$ cat config.mk
export PLATFORM = sky130hd
export DESIGN_NAME = seg7_scan_controller
export DESIGN_NICKNAME = d
export VERILOG_FILES = /design/src/rtl/seg7_scan_controller.sv
export SDC_FILE = /design/constraint.sdc
export NUM_CORES = 1
export LEC_CHECK = 0
export ABC_AREA = 0
export BUFFER_PORTS_ARGS = -buffer_cell sky130_fd_sc_hd__buf_2
export CAP_MARGIN = 20
export CORE_MARGIN = 4
export CORE_UTILIZATION = 55
export DETAILED_ROUTE_END_ITERATION = 10
export MAX_ROUTING_LAYER = met4
export PLACE_DENSITY = 0.81
export SLEW_MARGIN = 20
export SYNTH_ARGS = -nofsm -noshare
export SYNTH_HDL_FRONTEND = slang
export SYNTH_SLANG_ARGS = --single-unit
$ cat constraint.sdc
create_clock -name clk -period 3.8 [get_ports clk]
set_input_delay 0.76 -clock clk [delete_from_list [all_inputs] [get_ports clk]]
set_output_delay 0.76 -clock clk [all_outputs]
set_load 0.02 [all_outputs]
$ cat src/rtl/seg7_scan_controller.sv
// seg7_scan_controller: 8-bit binary load, multi-cycle double-dabble BCD
// conversion, and a time-multiplexed 3-digit 7-segment scan on one shared bus.
module seg7_scan_controller #(
    parameter int unsigned SCAN_DIV = 50000,
    parameter bit          BLANK_LZ = 1'b1
) (
    input  logic        clk,
    input  logic        rst_n,
    input  logic        load_valid,
    input  logic [7:0]  load_data,
    output logic        load_ready,
    output logic        busy,
    output logic [11:0] bcd_out,
    output logic [6:0]  seg_out,
    output logic [2:0]  digit_en
);

    localparam int unsigned DATA_W = 8;
    localparam int unsigned BCD_W  = 12;
    localparam int unsigned ITER_W = 3;
    localparam int unsigned CNT_W  = (SCAN_DIV > 1) ? $clog2(SCAN_DIV) : 1;

    typedef enum logic {
        IDLE = 1'b0,
        CONV = 1'b1
    } state_t;

    state_t              state_q, state_d;
    logic [DATA_W-1:0]   shift_q, shift_d;
    logic [BCD_W-1:0]    scratch_q, scratch_d;
    logic [ITER_W-1:0]   iter_q, iter_d;
    logic [BCD_W-1:0]    bcd_q, bcd_d;
    logic                busy_q, busy_d;
    logic                ready_q, ready_d;
    logic [CNT_W-1:0]    scan_cnt_q, scan_cnt_d;
    logic [2:0]          digit_en_q, digit_en_d;
    logic [6:0]          seg_q, seg_d;

    // Double-dabble correction: a nibble >= 5 would overflow past 9 after the shift.
    function automatic logic [3:0] add3(input logic [3:0] nib);
        return (nib >= 4'd5) ? 4'(nib + 4'd3) : nib;
    endfunction

    // BCD digit to active-high segments (bit0=a .. bit6=g); non-decimal is dark.
    function automatic logic [6:0] seg_enc(input logic [3:0] nib);
        case (nib)
            4'd0:    return 7'h3F;
            4'd1:    return 7'h06;
            4'd2:    return 7'h5B;
            4'd3:    return 7'h4F;
            4'd4:    return 7'h66;
            4'd5:    return 7'h6D;
            4'd6:    return 7'h7D;
            4'd7:    return 7'h07;
            4'd8:    return 7'h7F;
            4'd9:    return 7'h6F;
            default: return 7'h00;
        endcase
    endfunction

    // Load handshake and one shift-add-3 iteration per cycle while converting.
    always_comb begin
        logic [BCD_W-1:0]        adj;
        logic [BCD_W+DATA_W-1:0] shifted;
        state_d   = state_q;
        shift_d   = shift_q;
        scratch_d = scratch_q;
        iter_d    = iter_q;
        bcd_d     = bcd_q;
        busy_d    = busy_q;
        ready_d   = ready_q;
        adj       = {add3(scratch_q[11:8]), add3(scratch_q[7:4]), add3(scratch_q[3:0])};
        shifted   = {adj, shift_q} << 1;
        case (state_q)
            IDLE: begin
                busy_d  = 1'b0;
                ready_d = 1'b1;
                if (load_valid && ready_q) begin
                    state_d   = CONV;
                    shift_d   = load_data;
                    scratch_d = '0;
                    iter_d    = '0;
                    busy_d    = 1'b1;
                    ready_d   = 1'b0;
                end
            end
            CONV: begin
                scratch_d = shifted[BCD_W+DATA_W-1:DATA_W];
                shift_d   = shifted[DATA_W-1:0];
                iter_d    = iter_q + ITER_W'(1);
                if (iter_q == ITER_W'(7)) begin
                    state_d = IDLE;
                    bcd_d   = shifted[BCD_W+DATA_W-1:DATA_W];
                    busy_d  = 1'b0;
                    ready_d = 1'b1;
                end
            end
            default: state_d = IDLE;
        endcase
    end

    // Free-running scan; segments follow the enable that is about to be driven.
    always_comb begin
        logic       wrap;
        logic [3:0] nib;
        logic       blank;
        wrap       = (scan_cnt_q == CNT_W'(SCAN_DIV - 1));
        scan_cnt_d = wrap ? '0 : scan_cnt_q + CNT_W'(1);
        digit_en_d = wrap ? {digit_en_q[1:0], digit_en_q[2]} : digit_en_q;
        nib        = bcd_q[3:0];
        blank      = 1'b0;
        case (digit_en_d)
            3'b100: begin
                nib   = bcd_q[11:8];
                blank = BLANK_LZ && (bcd_q[11:8] == 4'd0);
            end
            3'b010: begin
                nib   = bcd_q[7:4];
                blank = BLANK_LZ && (bcd_q[11:8] == 4'd0) && (bcd_q[7:4] == 4'd0);
            end
            default: begin
                nib   = bcd_q[3:0];
                blank = 1'b0;
            end
        endcase
        seg_d = blank ? 7'h00 : seg_enc(nib);
    end

    // State and output registers; reset aborts any conversion in flight.
    always_ff @(posedge clk or negedge rst_n) begin
        if (!rst_n) begin
            state_q    <= IDLE;
            shift_q    <= '0;
            scratch_q  <= '0;
            iter_q     <= '0;
            bcd_q      <= '0;
            busy_q     <= 1'b0;
            ready_q    <= 1'b1;
            scan_cnt_q <= '0;
            digit_en_q <= 3'b001;
            seg_q      <= 7'h3F;
        end else begin
            state_q    <= state_d;
            shift_q    <= shift_d;
            scratch_q  <= scratch_d;
            iter_q     <= iter_d;
            bcd_q      <= bcd_d;
            busy_q     <= busy_d;
            ready_q    <= ready_d;
            scan_cnt_q <= scan_cnt_d;
            digit_en_q <= digit_en_d;
            seg_q      <= seg_d;
        end
    end

    assign load_ready = ready_q;
    assign busy       = busy_q;
    assign bcd_out    = bcd_q;
    assign seg_out    = seg_q;
    assign digit_en   = digit_en_q;

endmodule

==> out/results.tsv <==
stage	metric	value	unit
yosys	ys_warn_count	0	
critical_path	crit_buf_inv	1	
critical_path	critPathLaunchType	flop	
floorplanning	die_h	87.00	um
grt	antenna_found_initial	0	
pwr	switchingPower	0.001111	W
clock_tree	cts-resized-gates	0	
yosys	synth_area_leaders	dfrtp_1 41%, dfstp_2 6.1%, mux2i_1 6.1%, nand2_1 5.1%, ha_1 5.1%	
timing	max-slew-margin-rel	0.5221	
critical_path	rr_worst_depth	8	
route	vias	2518	
yosys	netlist_area	3432	sq um
critical_path	cpLargestDelayFamily	simple AND/OR/NAND/NOR gates	
route	wl_per_cell	15.24	um
timing	worst_slew_pin_slew	715.3	ps
yosys	yosysSeqAreaShare	0.4696	
clock_tree	cts_sinks	64	
status	status	finished, final reports clean	
floorplanning	die_width	87.00	um
critical_path	cp_data_arrival_time	3320	ps
yosys	avgSynthCellArea	10.28	sq um
floorplanning	rows	28	
timing	min_period	3044	ps
route	dr.pass1.iters	4	
hold_path	hold_class	in -> async	
pwr	sequentialPowerShare	0.379	
grt	grt_first_pass_wirelength	11790	um
timing	hold_viol_final	0	
timing	setup_violations	0	
pwr	switching_share	0.3809	
critical_path	worstSetupPathType	reg -> reg	
pwr	leakage	1.808	nW
timing	post-route-period-util	0.8011	
floorplanning	fp.dieArea	7568	sq um
grt	grt_pass1_vias	2424	
floorplanning	ios	35	
place	io_buffers	34	
critical_path	crit_slowest_cell	nor3b_1	
yosys	synth_ff_type	dfrtp_1	
critical_path	critical_path_cell_count	8	
pwr	power	0.002917	W
clock_tree	clk_latency	340	ps
final_layout	nNetsFinal	392	
pwr	combPwrFrac	0.388	
timing	tns	0	ps
final_layout	antennaDiodeCount	0	
clock_tree	hold_buffers	0	
yosys	synth-seq-cells	64	
yosys	yosysMostFrequentCell	dfrtp_1	
clock_tree	clkSlewWorstSetupHoldPaths	70	ps
yosys	syn-num-nets	359	
route	postRouteAntennaNets	0	
clock_tree	tritoncts	built	
yosys	ys_top_cells_by_count	56 x dfrtp_1, 47 x nand2_1, 27 x o21ai_0, 21 x mux2i_1, 16 x nor3b_1	
grt	grt_max_degree	45	
route	drt-total-wl	6811	um
timing	hold-worst-slack	423.0	ps
run	max_cap_violations	0	
yosys	synthCells	334	
pwr	p_clk_frac	0.233	
critical_path	cp-end-kind	flop	
final_layout	final_area	3866	sq um
timing	rsz0062_at_grt	false	
clock_tree	post-cts-setup-buffer-count	0	
critical_path	crit_required	4080	ps
place	placed_area	3635	sq um
critical_path	path_max_fanout	18	
route	post-route-drc-count	0	
yosys	synth_top_cell_by_area	dfrtp_1	
yosys	synth-edff-count	0	
timing	fmax	0.3285	GHz
critical_path	max_stage_delay	660	ps
place	gp_congestion	0.8777	
critical_path	path_cells	nor3b_1, a2111oi_0, nor3_1, inv_1, ha_1, nor4_1, a211oi_2, o21a_1	
clock_tree	cts_buffers	9	
route	dr.first_iter.drc_count	152	
clock_tree	htree_levels	3	
pwr	max-vdd-ir-drop	0.4359	mV
timing	slew_violations	0	
yosys	ys_types	53	
clock_tree	cts_root_buffer	clkbuf_8	
grt	grt_overflow	0	
clock_tree	clock_tree.buffer_depth	2	
floorplanning	core_area	5991	sq um
final_layout	drive_above_1_share	0.2151	
final_layout	syn2layout_area_growth	12.65	%
pwr	p_per_area	754.4	nW/um^2
yosys	synth_top_cell_area_share	0.4083	
yosys	async_flop_share	1.000	
place	hpwl	4779	um
grt	track_usage	0.2068	
timing	fin_worst_skew	6.419	ps
floorplanning	initial_core_util	0.5729	
pwr	p_int	0.001806	W
route	via_per_inst	5.633	
-- cells in the final DEF (no fill, tap or decap), types with 6 or more instances in the layout --
cell type	Yosys	final
and3_1	7	7
inv_1	10	10
nor3_1	6	6
ha_1	14	14
xor2_1	9	9
dfstp_2	8	8
nor3b_1	16	16
nor2_1	14	14
xnor2_1	7	7
buf_2	1	34
a21oi_1	11	11
clkbuf_8	0	11
dfrtp_1	56	56
o21ai_0	27	27
mux2i_1	21	21
mux2_2	8	8
nand3_1	6	6
nand2_1	47	47
-- path summary, 6_finish.rpt --
path	from	end	slack (ps)
min	rst_n	scratch_q[11]	420
min in group clk	scan_cnt_q[0]	scan_cnt_q[0]	470
min reg2reg	scan_cnt_q[0]	scan_cnt_q[0]	470
max in group asynchronous	rst_n	load_ready	2450
max	digit_en[1]	seg_out[4]	760
max reg2reg	digit_en[1]	seg_out[4]	760
-- stage by stage --
| step | utilization | std cells | setup slack, ps |
|---|---|---|---|
| after floorplan | - | 334 | 1132 |
| after global placement | 0.6067 | 431 | 918.0 |
| after detailed placement | 0.6067 | 431 | 774.5 |
| after CTS | 0.6454 | 447 | 765.6 |
| after global routing | 0.6454 | 447 | 469.5 |
| final | 0.6454 | 447 | 755.9 |
-- power by group through the flow --
stage          clock, W  sequential [W]  combinational [W]
5_1_grt        0.000717         0.00113            0.00129
3_3_place_gp          0         0.00111            0.00110
6_report       0.000679         0.00110            0.00113
2_1_floorplan         0         0.00119           0.000753
4_1_cts        0.000688         0.00111            0.00115
3_5_place_dp          0         0.00112            0.00114
-- routing by layer --
metal	vias to the layer above	routed length [um]	GRT usage
met5	-	0	-
met4	0	138	0.08782
met3	15	344	0.03784
met2	62	3213	0.3099
met1	1206	3114	0.2766
li1	1235	-	-
-- area by class of cell --
cell class,count,area (sq um)
Multi-Input combinational cell,245,1703
Clock buffer,12,155.1
Fill cell,469,2125
Inverter,11,41.29
Clock inverter,4,76.32
Timing Repair Buffer,36,185.2
Tap cell,75,93.84
Sequential cell,64,1612
-- flip-flops by register name (all words and copies together), names as in the netlist --
signal / cells
scan_cnt_q: 16
bcd_out: 12
scratch_q: 12
shift_q: 8
seg_out: 7
digit_en: 3
iter_q: 3
busy: 1
load_ready: 1
state_q: 1
-- kinds of logic after synthesis --
logic type,Yosys count,share of synthesized area
simple gates,120,0.1943
compound gates,65,0.1192
flops,64,0.4696
mux,30,0.09078
buf+inv,25,0.03427
xor+xnor,16,0.04083
fa+ha+maj,14,0.05104
No activity file was read; power rests on OpenSTA's default activity.
